`src/rtl/uart_rx_param.sv`:
```
// Parametrised oversampling UART receiver with a 2-flop input synchroniser and false-start rejection.
// It reports parity and framing errors together with a single-cycle data_valid strobe.
module uart_rx_param #(
  parameter int DATA_BITS  = 8,
  parameter int OVERSAMPLE = 16,
  parameter int PARITY_EN  = 0,
  parameter int PARITY_ODD = 0,
  parameter int STOP_BITS  = 1
) (
  input  logic                 clk,
  input  logic                 rst,
  input  logic                 rx_en,
  input  logic                 data_in,
  output logic [DATA_BITS-1:0] data_out,
  output logic                 data_valid,
  output logic                 parity_err,
  output logic                 frame_err,
  output logic                 busy
);

  localparam int TW = $clog2(OVERSAMPLE);
  localparam int BW = $clog2(DATA_BITS + 1);

  localparam logic [TW-1:0] TICK_LAST = TW'(OVERSAMPLE - 1);
  localparam logic [TW-1:0] TICK_MID  = TW'(OVERSAMPLE / 2 - 1);
  localparam logic [BW-1:0] BIT_LAST  = BW'(DATA_BITS - 1);
  localparam logic [BW-1:0] STOP_LAST = BW'(STOP_BITS - 1);

  typedef enum logic [2:0] {
    ST_IDLE,
    ST_START,
    ST_DATA,
    ST_PARITY,
    ST_STOP
  } state_e;

  state_e                 state_q, state_d;
  logic                   sync1_q, sync1_d;
  logic                   sync2_q, sync2_d;
  logic [TW-1:0]          tick_cnt_q, tick_cnt_d;
  logic [BW-1:0]          bit_cnt_q, bit_cnt_d;
  logic [DATA_BITS-1:0]   shift_q, shift_d;
  logic                   par_acc_q, par_acc_d;
  logic                   frame_acc_q, frame_acc_d;
  logic [DATA_BITS-1:0]   data_out_q, data_out_d;
  logic                   data_valid_q, data_valid_d;
  logic                   parity_err_q, parity_err_d;
  logic                   frame_err_q, frame_err_d;
  logic                   busy_q, busy_d;

  logic rx_s;
  logic par_calc;

  assign rx_s     = sync2_q;
  assign par_calc = (^shift_q) ^ 1'(PARITY_ODD);

  always_comb begin
    // NOTE: every _d gets a default here first, so no path through the case can infer a latch.
    state_d      = state_q;
    sync1_d      = data_in;
    sync2_d      = sync1_q;
    tick_cnt_d   = tick_cnt_q;
    bit_cnt_d    = bit_cnt_q;
    shift_d      = shift_q;
    par_acc_d    = par_acc_q;
    frame_acc_d  = frame_acc_q;
    data_out_d   = data_out_q;
    data_valid_d = 1'b0;
    parity_err_d = parity_err_q;
    frame_err_d  = frame_err_q;

    if (rx_en) begin
      case (state_q)
        ST_IDLE: begin
          if (!rx_s) begin
            state_d     = ST_START;
            tick_cnt_d  = '0;
            par_acc_d   = 1'b0;
            frame_acc_d = 1'b0;
          end
        end
        ST_START: begin
          if (rx_s) begin
            state_d = ST_IDLE;
          end else if (tick_cnt_q == TICK_MID) begin
            state_d    = ST_DATA;
            tick_cnt_d = '0;
            bit_cnt_d  = '0;
          end else begin
            tick_cnt_d = tick_cnt_q + TW'(1);
          end
        end
        ST_DATA: begin
          if (tick_cnt_q == TICK_LAST) begin
            // Shifting in at the MSB leaves the first-received bit in the LSB after DATA_BITS shifts.
            shift_d    = {rx_s, shift_q[DATA_BITS-1:1]};
            tick_cnt_d = '0;
            bit_cnt_d  = bit_cnt_q + BW'(1);
            if (bit_cnt_q == BIT_LAST) begin
              state_d   = (PARITY_EN != 0) ? ST_PARITY : ST_STOP;
              bit_cnt_d = '0;
            end
          end else begin
            tick_cnt_d = tick_cnt_q + TW'(1);
          end
        end
        ST_PARITY: begin
          if (tick_cnt_q == TICK_LAST) begin
            par_acc_d  = (rx_s != par_calc);
            tick_cnt_d = '0;
            bit_cnt_d  = '0;
            state_d    = ST_STOP;
          end else begin
            tick_cnt_d = tick_cnt_q + TW'(1);
          end
        end
        ST_STOP: begin
          if (tick_cnt_q == TICK_LAST) begin
            tick_cnt_d  = '0;
            frame_acc_d = frame_acc_q | ~rx_s;
            if (bit_cnt_q == STOP_LAST) begin
              // Return to IDLE at mid-stop so a start edge half a bit later is still caught.
              state_d      = ST_IDLE;
              data_out_d   = shift_q;
              parity_err_d = par_acc_q;
              frame_err_d  = frame_acc_q | ~rx_s;
              data_valid_d = 1'b1;
            end else begin
              bit_cnt_d = bit_cnt_q + BW'(1);
            end
          end else begin
            tick_cnt_d = tick_cnt_q + TW'(1);
          end
        end
        default: state_d = ST_IDLE;
      endcase
    end

    busy_d = (state_d != ST_IDLE);
  end

  always_ff @(posedge clk) begin
    // NOTE: state updates are non-blocking so every flop samples pre-edge values, free of ordering races.
    if (rst) begin
      state_q      <= ST_IDLE;
      sync1_q      <= 1'b1;
      sync2_q      <= 1'b1;
      tick_cnt_q   <= '0;
      bit_cnt_q    <= '0;
      shift_q      <= '0;
      par_acc_q    <= 1'b0;
      frame_acc_q  <= 1'b0;
      data_out_q   <= '0;
      data_valid_q <= 1'b0;
      parity_err_q <= 1'b0;
      frame_err_q  <= 1'b0;
      busy_q       <= 1'b0;
    end else begin
      state_q      <= state_d;
      sync1_q      <= sync1_d;
      sync2_q      <= sync2_d;
      tick_cnt_q   <= tick_cnt_d;
      bit_cnt_q    <= bit_cnt_d;
      shift_q      <= shift_d;
      par_acc_q    <= par_acc_d;
      frame_acc_q  <= frame_acc_d;
      data_out_q   <= data_out_d;
      data_valid_q <= data_valid_d;
      parity_err_q <= parity_err_d;
      frame_err_q  <= frame_err_d;
      busy_q       <= busy_d;
    end
  end

  assign data_out   = data_out_q;
  assign data_valid = data_valid_q;
  assign parity_err = parity_err_q;
  assign frame_err  = frame_err_q;
  assign busy       = busy_q;

endmodule

```
`config.mk`:
```
export PLATFORM = sky130hd
export DESIGN_NAME = uart_rx_param
export DESIGN_NICKNAME = d
export VERILOG_FILES = /design/src/rtl/uart_rx_param.sv
export SDC_FILE = /design/constraint.sdc
export NUM_CORES = 1
export LEC_CHECK = 0
export ABC_AREA = 1
export BUFFER_PORTS_ARGS = -buffer_cell sky130_fd_sc_hd__clkbuf_2
export CAP_MARGIN = 20
export CORE_MARGIN = 2
export CORE_UTILIZATION = 50
export DETAILED_ROUTE_END_ITERATION = 7
export PLACE_DENSITY = 0.69
export SETUP_SLACK_MARGIN = 0.15
export SLEW_MARGIN = 15
export SYNTH_ARGS = -nofsm -noshare
export SYNTH_HDL_FRONTEND = slang
export SYNTH_SLANG_ARGS = --single-unit
export TNS_END_PERCENT = 20
```
`constraint.sdc`:
```
create_clock -name clk -period 2.4 [get_ports clk]
set_clock_uncertainty 0.1 [all_clocks]
set_input_delay 0.48 -clock clk [delete_from_list [all_inputs] [get_ports clk]]
set_output_delay 0.48 -clock clk [all_outputs]
set_load 0.01 [all_outputs]
```
---- After elaboration in Yosys (flattened, before gate mapping) ----
Index checks and enable logic that the tools add are counted.
storage, ports and cells
  latch bits .............................. 0
  output and inout bits ................... 12
  memories ................................ 0
  logic and storage cells ................. 80
  flip-flop bits (word level) ............. 35
  bits in writable memories ............... 0
  bits in read-only memories .............. 0
operators by class
  reduce and logical (&&, ||, !) cells .... 16
  multipliers ............................. 0
  div/mod/pow operators ................... 0
  bitwise operators ....................... 5
  shift operators ......................... 0
  equal/unequal tests ..................... 15
  $add $sub $neg .......................... 2
  magnitude comparators ................... 0
  multiplexer cells ....................... 29
operators with widths
  cell                                                             number
  4-bit 2-to-1 mux                                                 11
  3-bit 2-to-1 mux                                                 9
  4-bit one-hot mux with 4 select lines                            1
  4-bit AND reduction                                              4
  3-bit one-hot mux with 5 select lines                            1
  2-bit inequality test, second input constant                     7
  4-bit one-hot mux with 3 select lines                            1
  4-bit by 1-bit adder with 4-bit output, second input constant    2
  4-bit by 3-bit == test with 1-bit output, second input constant  2
  8-bit AND reduction                                              1
  8-bit parity                                                     1
  3-bit by 2-bit == test with 1-bit output, second input constant  2
  3-bit nonzero test                                               2
  4-bit == test, second input constant                             1
  4-bit logical NOT                                                1
  1-bit 2-to-1 mux                                                 4
  1-bit NOT                                                        4
  1-bit one-hot mux with 2 select lines                            2
  2-bit nonzero test                                               2
  4-bit nonzero test                                               1
  4-bit OR reduction                                               1
  3-bit by 1-bit == test with 1-bit output, second input constant  1
  3-bit == test, second input constant                             1
  3-bit logical NOT                                                1
  4 further kinds                                                  4

---- Longest topological paths before layout ----
Gate-level depths: netlist of the first run.
  depth in word-level cells ............... 6
  mapped depth ............................ 11
  depth with buffers taken out ............ 11

---- Worst setup path after synthesis of the first run ----
No wires, ideal clock.
  path type ............................... reg-to-reg
  start ................................... register tick_cnt_q[0]
  end ..................................... register bit_cnt_q[0]
  setup slack ............................. 0.833 ns
  arrival time ............................ 1.340 ns
  library setup time ...................... 0.126 ns
  buffers on the path ..................... 0
  clock period less this slack ............ 1.567 ns
  stages on the path, launching flop included .. 10
  cell sequence ........................... dfxtp_1 > ha_1 > nand2_1 > nor2_4 > or2_1 > nand2_1 > nor2_2 > nand2_4 > o21ai_0 > nor2_1
on the way
  cells in the longest elaborated chain, start to end .. 3
  elaborated cells on any way between the ends .. 7
  those cells by class .................... 6 x eq/ne; 1 x reduce/logical
ends and longest elaborated chain
  item                                                                              RTL line  source
  from (decl)                                                                       40        logic [TW-1:0] tick_cnt_q, tick_cnt_d;
  from (signal assigned)                                                            162       tick_cnt_q <= tick_cnt_d;
  4-bit == test / 4-bit by 3-bit == test with 1-bit output (equally long branches)  -
  2-bit inequality test (no source line)                                            -
  8-bit AND reduction (no source line) (*)                                          -
  to (signal assigned)                                                              163       bit_cnt_q <= bit_cnt_d;
  to (decl)                                                                         41        logic [BW-1:0] bit_cnt_q, bit_cnt_d;
Mark *: on every way between the ends. The rest lies on a longest branch, timed or not.
A chain may end at the register's enable or synchronous reset.

---- Worst setup path after layout of the first run ----
  start ................................... register tick_cnt_q[0]
  end ..................................... register shift_q[7]
on the way
  cells in the longest elaborated chain, start to end .. 2
ends and longest elaborated chain
  item                                  RTL line  source
  4-bit == test                         94        if (tick_cnt_q == TICK_LAST) begin
  3-bit AND reduction (no source line)  -
  to (signal assigned)                  164       shift_q <= shift_d;
  to (decl)                             42        logic [DATA_BITS-1:0] shift_q, shift_d;
No other way between the ends.

==> flow_summary.json, run 1 <==
{
  "pwr-share-seq_pct": 62.9,
  "cp_max_fo": 12,
  "syn_area_per_cell_um2": 6.943,
  "clk_pin_slew_worst_paths_ps": 100,
  "num_vias": 1597,
  "fmax_mhz": 522.9,
  "highest_layer": "met4",
  "setup_ws_ps": 487.7,
  "postCtsHoldBufs": 0,
  "postLayoutCellArea_mm2": 0.001921,
  "ys_seq_elements": 35,
  "die_h_um": 63.51,
  "rows": 21,
  "synth_cell_type_count": 28,
  "fp.coreArea_mm2": 0.003363,
  "rr_worst_depth": 9,
  "cts_setup_buffers": 0,
  "layout-drive-gt1-share_pct": 13.97,
  "worstMarginPinSlew_ps": 608.5,
  "via_per_inst": 5.022,
  "cp_slowest_stage_delay_ps": 370,
  "p_sw_mw": 0.2233,
  "min_path_cells": 2,
  "outcome": "finished, final reports clean",
  "clkLatencyLatePin_ps": 340,
  "grt_pass1_vias": 1467,
  "path_depth": 9,
  "cp.required_ps": 2580,
  "ys_warn_count": 0,
  "rsz0062_at_grt": "no",
  "io_buffers": 15,
  "synthCells": 255,
  "cts_tree": "yes",
  "wl_met1_um": 1615,
  "drv_slew": 0,
  "grt_pass1_wl_um": 6147,
  "initial_core_util_pct": 52.64,
  "hp-class": "in2reg",
  "worstPathArrival_ps": 2090,
  "drc": 0,
  "grt_util_all_layers_pct": 19.28,
  "fp.dieW_um": 63.51,
  "cpMaxStageDelayCell": "dfxtp_1",
  "num_io_pins": 16,
  "dp_hpwl_um": 2640,
  "dp_slack_ps": 532.4,
  "antenna_found_initial": 0,
  "synth_top_family_by_area": "simple AND/OR/NAND/NOR gates",
  "p_comb_share_pct": 4.7,
  "p_sw_share_pct": 23.88,
  "cp-end-kind": "flop",
  "path_class": "reg2reg",
  "cts-root-buf": "clkbuf_4",
  "clock-sinks": 35,
  "synthMuxAreaShare_pct": 0,
  "dr_wl_met3_um": 108,
  "layout_min_cycle_time_ps": 1912,
  "drtIter0Drc": 73,
  "cts_max_level": 2,
  "die_area_mm2": 0.004033,
  "crit_chain": "ha_1 > nand2_1 > nor2_4 > inv_1 > nor2_4 > nand2_1 > inv_1 > o21ai_0 > a21oi_1",
  "post_cts_resized": 0,
  "antenna_cells": 0,
  "intPower_mw": 0.7118,
  "num-fill-cells": 363,
  "placed_area_mm2": 0.001871,
  "synth-compound-area-share_pct": 15.76,
  "maxCapViolations": 0,
  "path_buf_inv": 2,
  "finalSetupTns_ps": 0,
  "pwr-share-clk_pct": 32.4,
  "netlist_area_mm2": 0.001770,
  "synth_nets": 262,
  "clockBufferDepth": 2,
  "cts_buffers": 5,
  "fin_crit_sh_pct": 79.68,
  "drtPass1Iterations": 4,
  "wirelength_um": 3510,
  "wire_per_inst_um": 11.04,
  "synth_fa_ha_area_share_pct": 2.120,
  "yosysSeqAreaShare_pct": 39.58,
  "areaGrowthSynthToFinish_pct": 8.480,
  "slew_headroom_pct": 59.39,
  "cp-start-kind": "flop",
  "detail-route-antenna-nets": 0,
  "place.gp.congestion": 0.8858,
  "setup-violations-final": 0,
  "grt_max_degree": 25,
  "leakage_nw": 0.8601,
  "wl_met2_um": 1720,
  "yosys.area_share.simple_pct": 31.87,
  "synthXorXnorAreaFrac_pct": 1.979,
  "critPathTopFamily": "simple AND/OR/NAND/NOR gates",
  "hold_viol": 0,
  "power_density_mw_per_mm2": 486.9,
  "overflow": 0,
  "nets": 278,
  "irDropWorstVdd_uv": 266.6
}
worst paths after layout:
kind | start | to | slack, ps
worst max-delay path | tick_cnt_q[0]$_SDFFE_PP0P_ | shift_q[7]$_SDFFE_PP0P_ | 490
worst min-delay path | data_in | sync1_q$_SDFF_PP1_ | 220
worst max register to register | tick_cnt_q[0]$_SDFFE_PP0P_ | shift_q[7]$_SDFFE_PP0P_ | 490
worst min register to register | sync1_q$_SDFF_PP1_ | rx_s$_SDFF_PP1_ | 320
synthesized netlist by cell type, drive strengths merged:
master,n,area [µm²]
ha,3,37.54
a21oi,22,110.1
nand3,24,130.1
xor2,2,17.52
o21ai,33,168.9
clkinv,1,5.000
nor3,2,10.01
nand3b,1,7.510
inv,31,116.4
buf,4,25.02
nand4,2,27.53
nor2,35,161.4
clkbuf,2,7.510
nand2,53,209.0
dfxtp,35,700.7
or2,3,18.77
xnor2,2,17.52
flip-flops by register name, indices dropped and copies added (netlist names):
register / count
frame_err: 1
data_out: 8
parity_err: 1
busy: 1
tick_cnt_q: 4
state_q: 3
shift_q: 8
par_acc_q: 1
bit_cnt_q: 4
frame_acc_q: 1
sync1_q: 1
rx_s: 1
data_valid: 1
logic make-up (layout without fill, tap and decap cells):
logic type                 after synthesis  in the layout
AOI/OAI and AO/OA                       55             55
xor gates and xnor gates                 4              4
buffers and inverters                   38             55
and+or+nand+nor                        120            120
DFF                                     35             35
adders and majority gates                3              3
per-stage QoR:
step	cells	total power [mW]	utilization (%)	hold WS (ps)
after global placement	310	0.6450	55.62	293.4
final	318	0.9351	57.11	221.2
after CTS	318	0.9479	57.11	208.7
after global routing	318	0.9779	57.11	219.0
after detailed placement	310	0.6459	55.62	297.2
after floorplan	255	0.6350	-	289.5
power by group through the flow:
stage / clock [mW] / combinational [mW] / sequential (mW)
floorplan: 0 / 0.0343 / 0.601
global placement: 0 / 0.0436 / 0.601
detailed placement: 0 / 0.0443 / 0.602
CTS: 0.315 / 0.0444 / 0.588
global route: 0.339 / 0.0501 / 0.589
finish: 0.303 / 0.0439 / 0.588
layout by cell type (no fill, tap or decap), types with 2 or more instances in the layout:
cell type  instances
inv_1             29
nand3_2            2
o21ai_0           32
nor2_2             3
nor3_1             2
clkbuf_1           2
nor2_4             3
xnor2_1            2
ha_1               3
a21oi_1           22
or2_2              2
inv_2              2
xor2_1             2
clkinv_2           2
clkbuf_4           5
nor2_1            29
clkbuf_2          15
dfxtp_1           35
nand2_1           51
nand3_1           22
final cells by class:
type	count	area, µm²	area share, %
Clock inverter	1	5.005	0.2606
Multi-Input combinational cell	182	915.9	47.69
Sequential cell	35	700.7	36.48
Inverter	32	121.4	6.319
Timing Repair Buffer	15	75.07	3.909
Tap cell	46	57.56	2.997
Clock buffer	7	45.04	2.345
per-layer routing:
metal,up-vias,global-route usage (%)
li1,853,-
met1,716,21.64
met2,21,33.95
met3,7,4.821
met4,0,8.967
met5,-,0
(Power assumes the default switching activity.)
==> inputs of run 2 (changes only) <==
- clock period: 2.4 -> 1.95 ns (I/O delays scaled with it)
==> flow_summary.json, run 2 (synthesized netlist as in run 1, its figures left out) <==
{
  "worstMarginPinSlew_ps": 470.3,
  "cp-end-kind": "flop",
  "via_per_inst": 4.985,
  "placed_area_mm2": 0.001893,
  "dp_hpwl_um": 2547,
  "cp.required_ps": 2150,
  "grt_max_degree": 23,
  "cts_tree": "yes",
  "drv_slew": 0,
  "path_buf_inv": 2,
  "grt_util_all_layers_pct": 19.68,
  "power_density_mw_per_mm2": 643.3,
  "setup-violations-final": 0,
  "clk_pin_slew_worst_paths_ps": 120,
  "wirelength_um": 3856,
  "rows": 21,
  "cts-root-buf": "clkbuf_4",
  "postLayoutCellArea_mm2": 0.002051,
  "clock-sinks": 35,
  "cp-start-kind": "flop",
  "layout-drive-gt1-share_pct": 20.00,
  "cpMaxStageDelayCell": "dfxtp_2",
  "irDropWorstVdd_uv": 291.1,
  "die_h_um": 63.51,
  "overflow": 0,
  "wire_per_inst_um": 11.83,
  "final_cell_mix": "nand2_1 (49), dfxtp_1 (33), o21ai_0 (31), nor2_1 (29), inv_1 (27)",
  "fin_crit_sh_pct": 87.94,
  "clkLatencyLatePin_ps": 350,
  "slew_headroom_pct": 68.53,
  "io_buffers": 15,
  "drtPass1Iterations": 4,
  "fmax_mhz": 583.1,
  "detail-route-antenna-nets": 0,
  "outcome": "finished, final reports clean",
  "nets": 286,
  "path_class": "reg2reg",
  "cp_max_fo": 7,
  "initial_core_util_pct": 52.64,
  "drtIter0Drc": 94,
  "rsz0062_at_grt": "yes",
  "finalSetupTns_ps": 0,
  "postCtsHoldBufs": 0,
  "num_io_pins": 16,
  "leakage_nw": 0.9265,
  "grt_pass1_vias": 1504,
  "num_vias": 1625,
  "cts_max_level": 2,
  "drc": 0,
  "antenna_found_initial": 0,
  "place.gp.congestion": 0.8747,
  "fp.coreArea_mm2": 0.003363,
  "cp_slowest_stage_delay_ps": 380,
  "areaGrowthSynthToFinish_pct": 15.83,
  "cts_buffers": 5,
  "fp.dieW_um": 63.51,
  "hp-class": "in2reg",
  "clockBufferDepth": 2,
  "hold_viol": 0,
  "critPathTopFamily": "simple AND/OR/NAND/NOR gates",
  "fin_util_pct": 60.97,
  "cp_common_cell": "nor2_4",
  "antenna_cells": 0,
  "maxCapViolations": 0,
  "worstPathArrival_ps": 1910,
  "grt_pass1_wl_um": 6334,
  "layout_min_cycle_time_ps": 1715,
  "crit_chain": "ha_4 > nand2_2 > nor2_4 > inv_2 > nor2_4 > nand4_4 > clkinv_4 > o21ai_0 > a21oi_1",
  "die_area_mm2": 0.004033,
  "layout_commonest_cell": "nand2_1"
}
## run 2: changes by cell type in the layout (fill, tap and decap cells not counted), moves of 2 or more
cell      before  now
dfxtp_2        0    2
inv_1         29   27
clkinv_4       0    2
buf_4          0    6
nand2_1       51   49
dfxtp_1       35   33
inv_2          2    4
clkbuf_1       2    0
## run 2: repair_timing
item                       4_1_cts  5_1_grt
setup endpoints to repair        2       23
gates cloned                     0        2
resized for setup                1       14
setup buffers                    0        3
pin swaps                        0        4
## run 2: worst paths after layout
check | cells after the start | slack (ps) | endpoint | from
max | 9 | 240 | data_out[2]$_SDFFE_PP0P_ | tick_cnt_q[0]$_SDFFE_PP0P_
min | 2 | 120 | sync1_q$_SDFF_PP1_ | data_in
max reg2reg | 9 | 240 | data_out[2]$_SDFFE_PP0P_ | tick_cnt_q[0]$_SDFFE_PP0P_
min reg2reg | 1 | 320 | rx_s$_SDFF_PP1_ | sync1_q$_SDFF_PP1_
## run 2: cell type report
type | instances | area, µm²
Inverter | 32 | 125.1
Tap cell | 46 | 57.56
Timing Repair Buffer | 21 | 120.1
Fill cell | 339 | 1313
Clock buffer | 5 | 37.54
Clock inverter | 3 | 43.79
Timing Repair inverter | 1 | 5.005
Multi-Input combinational cell | 183 | 958.4
Sequential cell | 35 | 703.2
## run 2: power by group
group / total, mW / switching, mW / internal [mW]
Sequential: 0.724 / 0.00451 / 0.719
Combinational: 0.0598 / 0.0395 / 0.0203
Clock: 0.535 / 0.266 / 0.270
Total: 1.32 / 0.310 / 1.01
## run 2: metrics by stage
step,power (mW),setup WS [ps],hold slack [ps],std cells
finish,1.319,235.1,119.4,326
global route,1.371,120.0,114.0,326
CTS,1.330,150.5,113.4,321
detailed placement,0.7972,151.8,300.2,313
global placement,0.7973,220.6,294.3,313
floorplan,0.7816,383.1,289.5,255
## run 2: routing by layer
metal	part of all wire [%]	GRT usage (%)	vias to the layer above
met5	0	0	-
met4	0.88	7.337	0
met3	3.4	5.357	4
met2	49	35.00	22
met1	46	22.28	719
li1	-	-	880
==> inputs of run 3 (changes only) <==
==> constraint.sdc (replaced) <==
create_clock -name clk -period 1.89 [get_ports clk]
set_clock_uncertainty 0.1 [all_clocks]
set_input_delay 0.378 -clock clk [delete_from_list [all_inputs] [get_ports clk]]
set_output_delay 0.378 -clock clk [all_outputs]
set_load 0.1 [all_outputs]
==> flow_summary.json, run 3 (synthesized netlist as in run 1, its figures left out) <==
{
  "cp_slowest_stage_delay_ps": 420,
  "critPathTopFamily": "simple AND/OR/NAND/NOR gates",
  "leakage_nw": 0.9412,
  "num_io_pins": 16,
  "grt_pass1_vias": 1485,
  "clockBufferDepth": 2,
  "maxCapViolations": 0,
  "layout_min_cycle_time_ps": 1666,
  "num-fill-cells": 342,
  "stdcell_count": 329,
  "wl_met2_um": 1915,
  "power_density_mw_per_mm2": 594.2,
  "drv_slew": 0,
  "highest_layer": "met4",
  "cts_max_level": 2,
  "areaGrowthSynthToFinish_pct": 16.75,
  "cp.required_ps": 2030,
  "rr_worst_depth": 8,
  "clkLatencyLatePin_ps": 350,
  "setup-violations-final": 0,
  "crit_chain": "nor2_1 > nand2_1 > a21oi_1 > nor2_2 > nand2_4 > nand2_1 > o21ai_1 > nor2_1",
  "grt_util_all_layers_pct": 19.35,
  "holdPathEnd": "sync1_q$_SDFF_PP1_",
  "clock-sinks": 35,
  "num_vias": 1660,
  "grt_pass1_wl_um": 6147,
  "overflow": 0,
  "multi_input_area_um2": 962.2,
  "slew_headroom_pct": 64.01,
  "layout-drive-gt1-share_pct": 22.61,
  "place.gp.congestion": 0.8747,
  "grt_max_degree": 23,
  "dp.cells": 313,
  "initial_core_util_pct": 52.64,
  "min_path_cells": 2,
  "rows": 21,
  "cpMaxStageDelayCell": "nor2_1",
  "clk_pin_slew_worst_paths_ps": 100,
  "drc": 0,
  "irDropWorstVdd_uv": 297.3,
  "wirelength_um": 3846,
  "via_per_inst": 5.046,
  "cts_tree": "yes",
  "fin_crit_sh_pct": 88.13,
  "rsz0062_at_grt": "no",
  "antenna_found_initial": 0,
  "antenna_cells": 0,
  "drtPass1Iterations": 4,
  "die_h_um": 63.51,
  "io_buffers": 15,
  "fp.dieW_um": 63.51,
  "register_area_um2": 710.7,
  "rr_endpoint": "bit_cnt_q[0]$_SDFFE_PP0P_",
  "outcome": "finished, final reports clean",
  "die_area_mm2": 0.004033,
  "path_buf_inv": 0,
  "dp_hpwl_um": 2557,
  "path_class": "reg2reg",
  "worstPathArrival_ps": 1800,
  "postLayoutCellArea_mm2": 0.002067,
  "fmax_mhz": 600.4,
  "reg2reg_from": "bit_cnt_q[2]$_SDFFE_PP0P_",
  "wl_met1_um": 1694,
  "layout_commonest_cell": "nand2_1",
  "cts-root-buf": "clkbuf_4",
  "drtIter0Drc": 94,
  "cts_buffers": 5,
  "wire_per_inst_um": 11.69,
  "cp-start-kind": "flop",
  "ff2ff_setup_slack_ps": 220,
  "detail-route-antenna-nets": 0,
  "worstMarginPinSlew_ps": 542.2,
  "final_cell_mix": "nand2_1 (49), nor2_1 (29), dfxtp_1 (29), inv_1 (27), o21ai_0 (26)",
  "cp_max_fo": 6,
  "finalSetupTns_ps": 0,
  "fp.coreArea_mm2": 0.003363,
  "postCtsHoldBufs": 0,
  "hp-class": "in2reg",
  "hold_viol": 0,
  "dr_wl_met3_um": 161,
  "nets": 290,
  "placed_area_mm2": 0.001893,
  "cp-end-kind": "flop",
  "hold_start": "data_in"
}
## run 3: changes by cell type in the layout (fill, tap and decap cells not counted)
cell and change:
dfxtp_2 +3, o21ai_0 -5, dfxtp_4 +1, a21oi_1 -1, dfxtp_1 -4, clkbuf_8 +1, o21ai_1 +5, bufinv_16 -1
buf_4 +4, a21oi_2 +1, clkinv_4 -1
## run 3: final cells by class
| type | instances | share of cell area [%] |
|---|---|---|
| Inverter | 32 | 6.053 |
| Tap cell | 46 | 2.785 |
| Timing Repair Buffer | 25 | 7.264 |
| Multi-Input combinational cell | 183 | 46.55 |
| Clock inverter | 1 | 0.2421 |
| Timing Repair inverter | 1 | 0.2421 |
| Clock buffer | 6 | 2.482 |
| Sequential cell | 35 | 34.38 |
## run 3: what timing repair did
| item | in CTS | in global routing |
|---|---|---|
| pin swaps | 0 | 4 |
| cloned | 0 | 2 |
| setup buffers | 0 | 7 |
| endpoints found under the setup margin | 9 | 28 |
| gates resized for setup | 1 | 25 |
## run 3: through the flow
stage | total power [mW] | util (%) | setup slack (ps) | hold slack [ps]
final | 1.228 | 61.46 | 224.4 | 114.6
after global routing | 1.290 | 61.46 | 102.5 | 107.6
after CTS | 1.247 | 58.04 | 112.3 | 99.20
after detailed placement | 0.8265 | 56.29 | 91.28 | 300.2
after global placement | 0.8265 | 56.29 | 160.6 | 294.3
after floorplan | 0.8103 | - | 323.1 | 289.5
## run 3: how the worst max path moves through the flow
stage	slack [ps]	end	start	cells after the start
CTS	110	data_out[1]$_SDFFE_PP0P_	tick_cnt_q[0]$_SDFFE_PP0P_	9
detailed placement	90	shift_q[7]$_SDFFE_PP0P_	tick_cnt_q[0]$_SDFFE_PP0P_	9
floorplan	320	bit_cnt_q[0]$_SDFFE_PP0P_	tick_cnt_q[0]$_SDFFE_PP0P_	9
global placement	160	shift_q[7]$_SDFFE_PP0P_	tick_cnt_q[0]$_SDFFE_PP0P_	9
global route	100	data_out[4]$_SDFFE_PP0P_	tick_cnt_q[1]$_SDFFE_PP0P_	9
finish	220	bit_cnt_q[0]$_SDFFE_PP0P_	bit_cnt_q[2]$_SDFFE_PP0P_	8
## run 3: routing by layer
| layer | up-vias | GRT usage [%] |
|---|---|---|
| li1 | 887 | - |
| met2 | 35 | 33.42 |
| met5 | - | 0 |
| met3 | 7 | 5.357 |
| met4 | 0 | 9.783 |
| met1 | 731 | 21.64 |
## run 3: power by group
part	leakage, nW	internal (mW)	switching, mW
clock	0.0341	0.172	0.245
combinational	0.621	0.0207	0.0447
sequential	0.286	0.741	0.00477
total	0.941	0.934	0.295
